## config.mk

```make
export PLATFORM = sky130hd
export DESIGN_NAME = serial_adder
export DESIGN_NICKNAME = d
export VERILOG_FILES = /design/src/rtl/serial_adder_pkg.sv /design/src/rtl/full_adder.sv /design/src/rtl/serial_adder.sv
export SDC_FILE = /design/constraint.sdc
export NUM_CORES = 1
export LEC_CHECK = 0
export BUFFER_PORTS_ARGS = -buffer_cell sky130_fd_sc_hd__buf_2
export CAP_MARGIN = 40
export CORE_MARGIN = 2
export CORE_UTILIZATION = 47
export DETAILED_ROUTE_END_ITERATION = 8
export GPL_ROUTABILITY_DRIVEN = 0
export HOLD_SLACK_MARGIN = 0.03
export PLACE_DENSITY = 0.76
export SLEW_MARGIN = 20
export SYNTH_ARGS = -nofsm -noshare
export SYNTH_HDL_FRONTEND = slang
export SYNTH_SLANG_ARGS = --single-unit
export TNS_END_PERCENT = 50
```

## constraint.sdc

```tcl
create_clock -name clk -period 1.79 [get_ports clk]
set_clock_uncertainty 0.2 [all_clocks]
set_input_delay 0.179 -clock clk [delete_from_list [all_inputs] [get_ports clk]]
set_output_delay 0.179 -clock clk [all_outputs]
set_load 0.1 [all_outputs]
```

## src/rtl/serial_adder_pkg.sv

```systemverilog
// Shared definitions for the bit-serial adder: state encoding and default width.
package serial_adder_defs;

   typedef enum logic [1:0] {
      IDLE = 2'd0,
      RUN  = 2'd1,
      DONE = 2'd2
   } state_t;

   localparam int DEFAULT_WIDTH = 8;

endpackage

```

## src/rtl/full_adder.sv

```systemverilog
// One-bit full adder cell reused by the serial adder for every bit position.
module full_adder (
   input  logic a,
   input  logic b,
   input  logic cin,
   output logic s,
   output logic cout
);

   // Sum and carry of one bit pair plus incoming carry
   always_comb begin
      s    = a ^ b ^ cin;
      cout = (a & b) | (cin & (a ^ b));
   end

endmodule

```

## src/rtl/serial_adder.sv

```systemverilog
// Bit-serial adder: one full_adder cell walks the operands LSB first, one bit
// per clock, and publishes the parallel sum and final carry with a done pulse.
module serial_adder
   import serial_adder_defs::*;
#(
   parameter int WIDTH = DEFAULT_WIDTH
) (
   input  logic             clk,
   input  logic             rst,
   input  logic             start,
   input  logic [WIDTH-1:0] a,
   input  logic [WIDTH-1:0] b,
   input  logic             cin,
   output logic             busy,
   output logic             done,
   output logic [WIDTH-1:0] sum,
   output logic             cout
);

   localparam int CW = $clog2(WIDTH);
   localparam logic [CW-1:0] LAST_BIT = CW'(WIDTH - 1);

   state_t           state;
   state_t           next_state;
   logic [WIDTH-1:0] sa;
   logic [WIDTH-1:0] sb;
   logic [WIDTH-1:0] psum;
   logic             carry;
   logic [CW-1:0]    count;
   logic             accept;
   logic             last_bit;
   logic             fa_s;
   logic             fa_cout;

   full_adder u_full_adder (
      .a    (sa[0]),
      .b    (sb[0]),
      .cin  (carry),
      .s    (fa_s),
      .cout (fa_cout)
   );

   // Next-state and control: start is only honoured in IDLE or DONE
   always_comb begin
      next_state = state;
      accept     = 1'b0;
      last_bit   = 1'b0;
      case (state)
         IDLE: begin
            if (start) begin
               accept     = 1'b1;
               next_state = RUN;
            end
         end
         RUN: begin
            if (count == LAST_BIT) begin
               last_bit   = 1'b1;
               next_state = DONE;
            end
         end
         DONE: begin
            if (start) begin
               accept     = 1'b1;
               next_state = RUN;
            end else begin
               next_state = IDLE;
            end
         end
         default: next_state = IDLE;
      endcase
   end

   // State register and datapath: load on accept, shift one bit per RUN cycle,
   // and capture the finished result on the final bit
   always_ff @(posedge clk) begin
      if (rst) begin
         state <= IDLE;
         sa    <= '0;
         sb    <= '0;
         psum  <= '0;
         carry <= 1'b0;
         count <= '0;
         sum   <= '0;
         cout  <= 1'b0;
      end else begin
         state <= next_state;
         if (accept) begin
            sa    <= a;
            sb    <= b;
            carry <= cin;
            count <= '0;
         end else if (state == RUN) begin
            sa    <= sa >> 1;
            sb    <= sb >> 1;
            psum  <= {fa_s, psum[WIDTH-1:1]};
            carry <= fa_cout;
            count <= count + 1'b1;
            if (last_bit) begin
               sum  <= {fa_s, psum[WIDTH-1:1]};
               cout <= fa_cout;
            end
         end
      end
   end

   // Status flags decode straight from the state
   always_comb begin
      busy = (state == RUN);
      done = (state == DONE);
   end

endmodule

```

==> qor.yml <==
setup_viol: 0
crit_end: "busy"
status: "complete, no violations"
htree_levels: 2
p_leak_nw: 0.803
p_sw_mw: 0.447
yosysWarnings: 0
p_int_mw: 1.33
yosysTopAreaCell: "dfxtp_1"
yosysSeqAreaShare_pct: 49.4
synthesis.area_um2: 1540
synth_edf_count: 0
cp_max_fo: 17
powerDensity_nw_per_um2: 887
die_area_um2: 3750
swShare_pct: 25.2
vias: 1412
min_period_ns: 1.68
fillCellCount: 275
arrival_ns: 1.30
core-area_um2: 3080
placed_cell_area_um2: 1740
synthTopCellsByArea: "dfxtp_1 49%, nand2_1 9.0%, a21oi_1 6.2%"
crit_path_end_kind: "output port"
cts_setup_buffers: 0
p_comb_share_pct: 14.8
post-route-period-util_pct: 93.9
grt_pass1_vias: 1287
regToRegSetupSlack_ns: 0.22
r2r_start: "count[0]"
critical_path_class: "register to output port"
rr_worst_depth: 5
postLayoutCellArea_um2: 2000
ys_ff_latch: 38
ios: 31
drtIter0Drc: 96
slew_violations: 0
clockPowerShare_pct: 33.9
drv_cap: 0
synth_most_common_cell: "dfxtp_1"
drc: 0
clock.fmax_mhz: 595
irDropWorstVdd_mv: 0.539
crit_buf_inv: 2
cp_slowest_cell: "dfxtp_1"
pre_cts_slack_ns: 0.224
slowest_delay_ns: 0.36
placedCellCount: 243
syn_inst: 176
numClockSinks: 38
synth.top_cells.by_count: "38 x dfxtp_1, 37 x nand2_1, 19 x a21oi_1"
yosysTopAreaCellShare_pct: 49.4
totalWireLength_um: 3750
cts_root_buffer: "clkbuf_4"
grt_start_max_net_pins: 22
die_w_um: 61.3
area_growth_pct: 30.0
ant_nets: 0
synth-async-reset-ratio_pct: 0
grt_pass1_wl_um: 5940
cts.clk_slew.worst_paths_ns: 0.11
antennaDiodeCount: 0
critPathLaunchType: "register"
detail_route.wl_per_cell_um: 13.9
fin_setup_tns_ns: 0
port_buffers: 30
dr.pass1.iters: 4
antenna_found_initial: 0
drive_gt1_share_pct: 23.6
cts_buffers: 5
avgSynthCellArea_um2: 8.76
die-height_um: 61.3
gr-total-overflow: 0
cp_data_required_time_ns: 1.41
cts_buffer_depth: 2
vias_per_cell: 5.25
dpl.hpwl_um: 2150
critPathLaunch: "state[1]"
rr_endpoint: "sum[6]"
relSlewSlack_pct: 67.8
worstSkewPairLatency_ns: 0.35
path_cells: "nand2b_2, clkinv_4, buf_12"
final_nets: 248
fin_ws_ns: 0.109
hold_viol: 0
ys_types: 24
rows: 20
rsz0062_at_grt: "false"
synth_fp_nets: 199
cp.depth: 3
final_cells: 269
tightestPinTransition_ns: 0.486
start_util_pct: 50.1
cts_tree: "yes"
grtUsageTotal_pct: 22.7
crit_family: "buffers and inverters"
hold_path_class: "primary input to register"
synthFlopType: "dfxtp_1"
sequentialPowerShare_pct: 51.3
power by group through the flow:
| stage | combinational (mW) | sequential, mW | clock [mW] |
|---|---|---|---|
| floorplan | 0.170 | 0.924 | 0 |
| global placement | 0.220 | 0.929 | 0 |
| detailed placement | 0.223 | 0.931 | 0 |
| CTS | 0.258 | 0.912 | 0.610 |
| global route | 0.286 | 0.917 | 0.650 |
| finish | 0.264 | 0.912 | 0.603 |
worst min-delay path by stage:
| stage | startpoint | end | slack, ns | cells past startpoint |
|---|---|---|---|---|
| 2_1_floorplan | a[7] | sa[7] | 0.12 | 2 |
| 3_3_place_gp | a[7] | sa[7] | 0.23 | 3 |
| 3_5_place_dp | sum[0] | sum[0] | 0.24 | 2 |
| 4_1_cts | start | sa[0] | 0.09 | 4 |
| 5_1_grt | start | sa[0] | 0.11 | 4 |
| 6_report | start | sa[0] | 0.1 | 4 |
layout by cell type (no fill, tap or decap), types with 2 or more instances in the layout:
cell / netlist / layout
nand3_1: 12 / 12
nand2_1: 37 / 37
a311oi_1: 4 / 4
mux2i_1: 3 / 3
o22ai_1: 6 / 6
nor3_1: 16 / 16
dfxtp_1: 38 / 38
clkbuf_4: 0 / 5
nor2_1: 9 / 9
a21oi_1: 19 / 19
buf_2: 3 / 29
a22oi_1: 2 / 2
dlygate4sd3_1: 0 / 18
a311oi_2: 3 / 3
buf_12: 0 / 2
buf_4: 5 / 7
ha_1: 2 / 2
sequential cells by signal (all words and copies together), names as in the netlist:
name	cells
psum	7
sb	8
sa	8
state	2
count	3
sum	8
cout	1
carry	1
worst min-delay path: cells and delay by family:
family                 cells  cell delay (ns)
AOI/OAI and AO/OA          1             0.06
and+or+nand+nor            2             0.27
buffers and inverters      1             0.10
layer usage:
| layer | track usage [%] | part of all wire, % | vias to the layer above |
|---|---|---|---|
| li1 | - | - | 715 |
| met1 | 26.9 | 43 | 646 |
| met2 | 38.6 | 50 | 44 |
| met3 | 6.93 | 5.0 | 7 |
| met4 | 8.39 | 1.6 | 0 |
| met5 | 0 | 0 | - |
final cells by class:
cell class | count | area (um2) | share of cell area (%)
inverter | 1 | 8.76 | 0.437
timing repair inverter | 1 | 5.00 | 0.250
sequential | 38 | 761 | 38.0
clock inverter | 1 | 30.0 | 1.50
clock buffer | 6 | 51.3 | 2.56
multi-input combinational | 122 | 676 | 33.7
timing repair buffer | 56 | 418 | 20.8
tap | 44 | 55.1 | 2.75
stage by stage:
stage	util, %	hold slack (ns)	power [mW]
floorplan	-	0.115	1.09
global route	65.1	0.113	1.85
CTS	65.1	0.0891	1.78
detailed placement	56.4	0.243	1.15
global placement	56.4	0.228	1.15
finish	65.1	0.0999	1.78
timing repair:
item                                    CTS  global route
endpoints found under the setup margin    1             0
hold endpoints to repair                 21             0
gates resized for setup                   1             0
hold buffers                             18             0
cell families after synthesis:
group                      after synthesis  share of synthesized area [%]
DFF                                     38                           49.4
and+or+nand+nor                         80                           22.8
buffers and inverters                   16                           7.14
xor gates and xnor gates                 1                          0.568
muxes                                    3                           1.95
AOI/OAI and AO/OA                       35                           15.3
adders and majority gates                3                           2.92
Note: power is estimated with default switching activity, not from simulation.
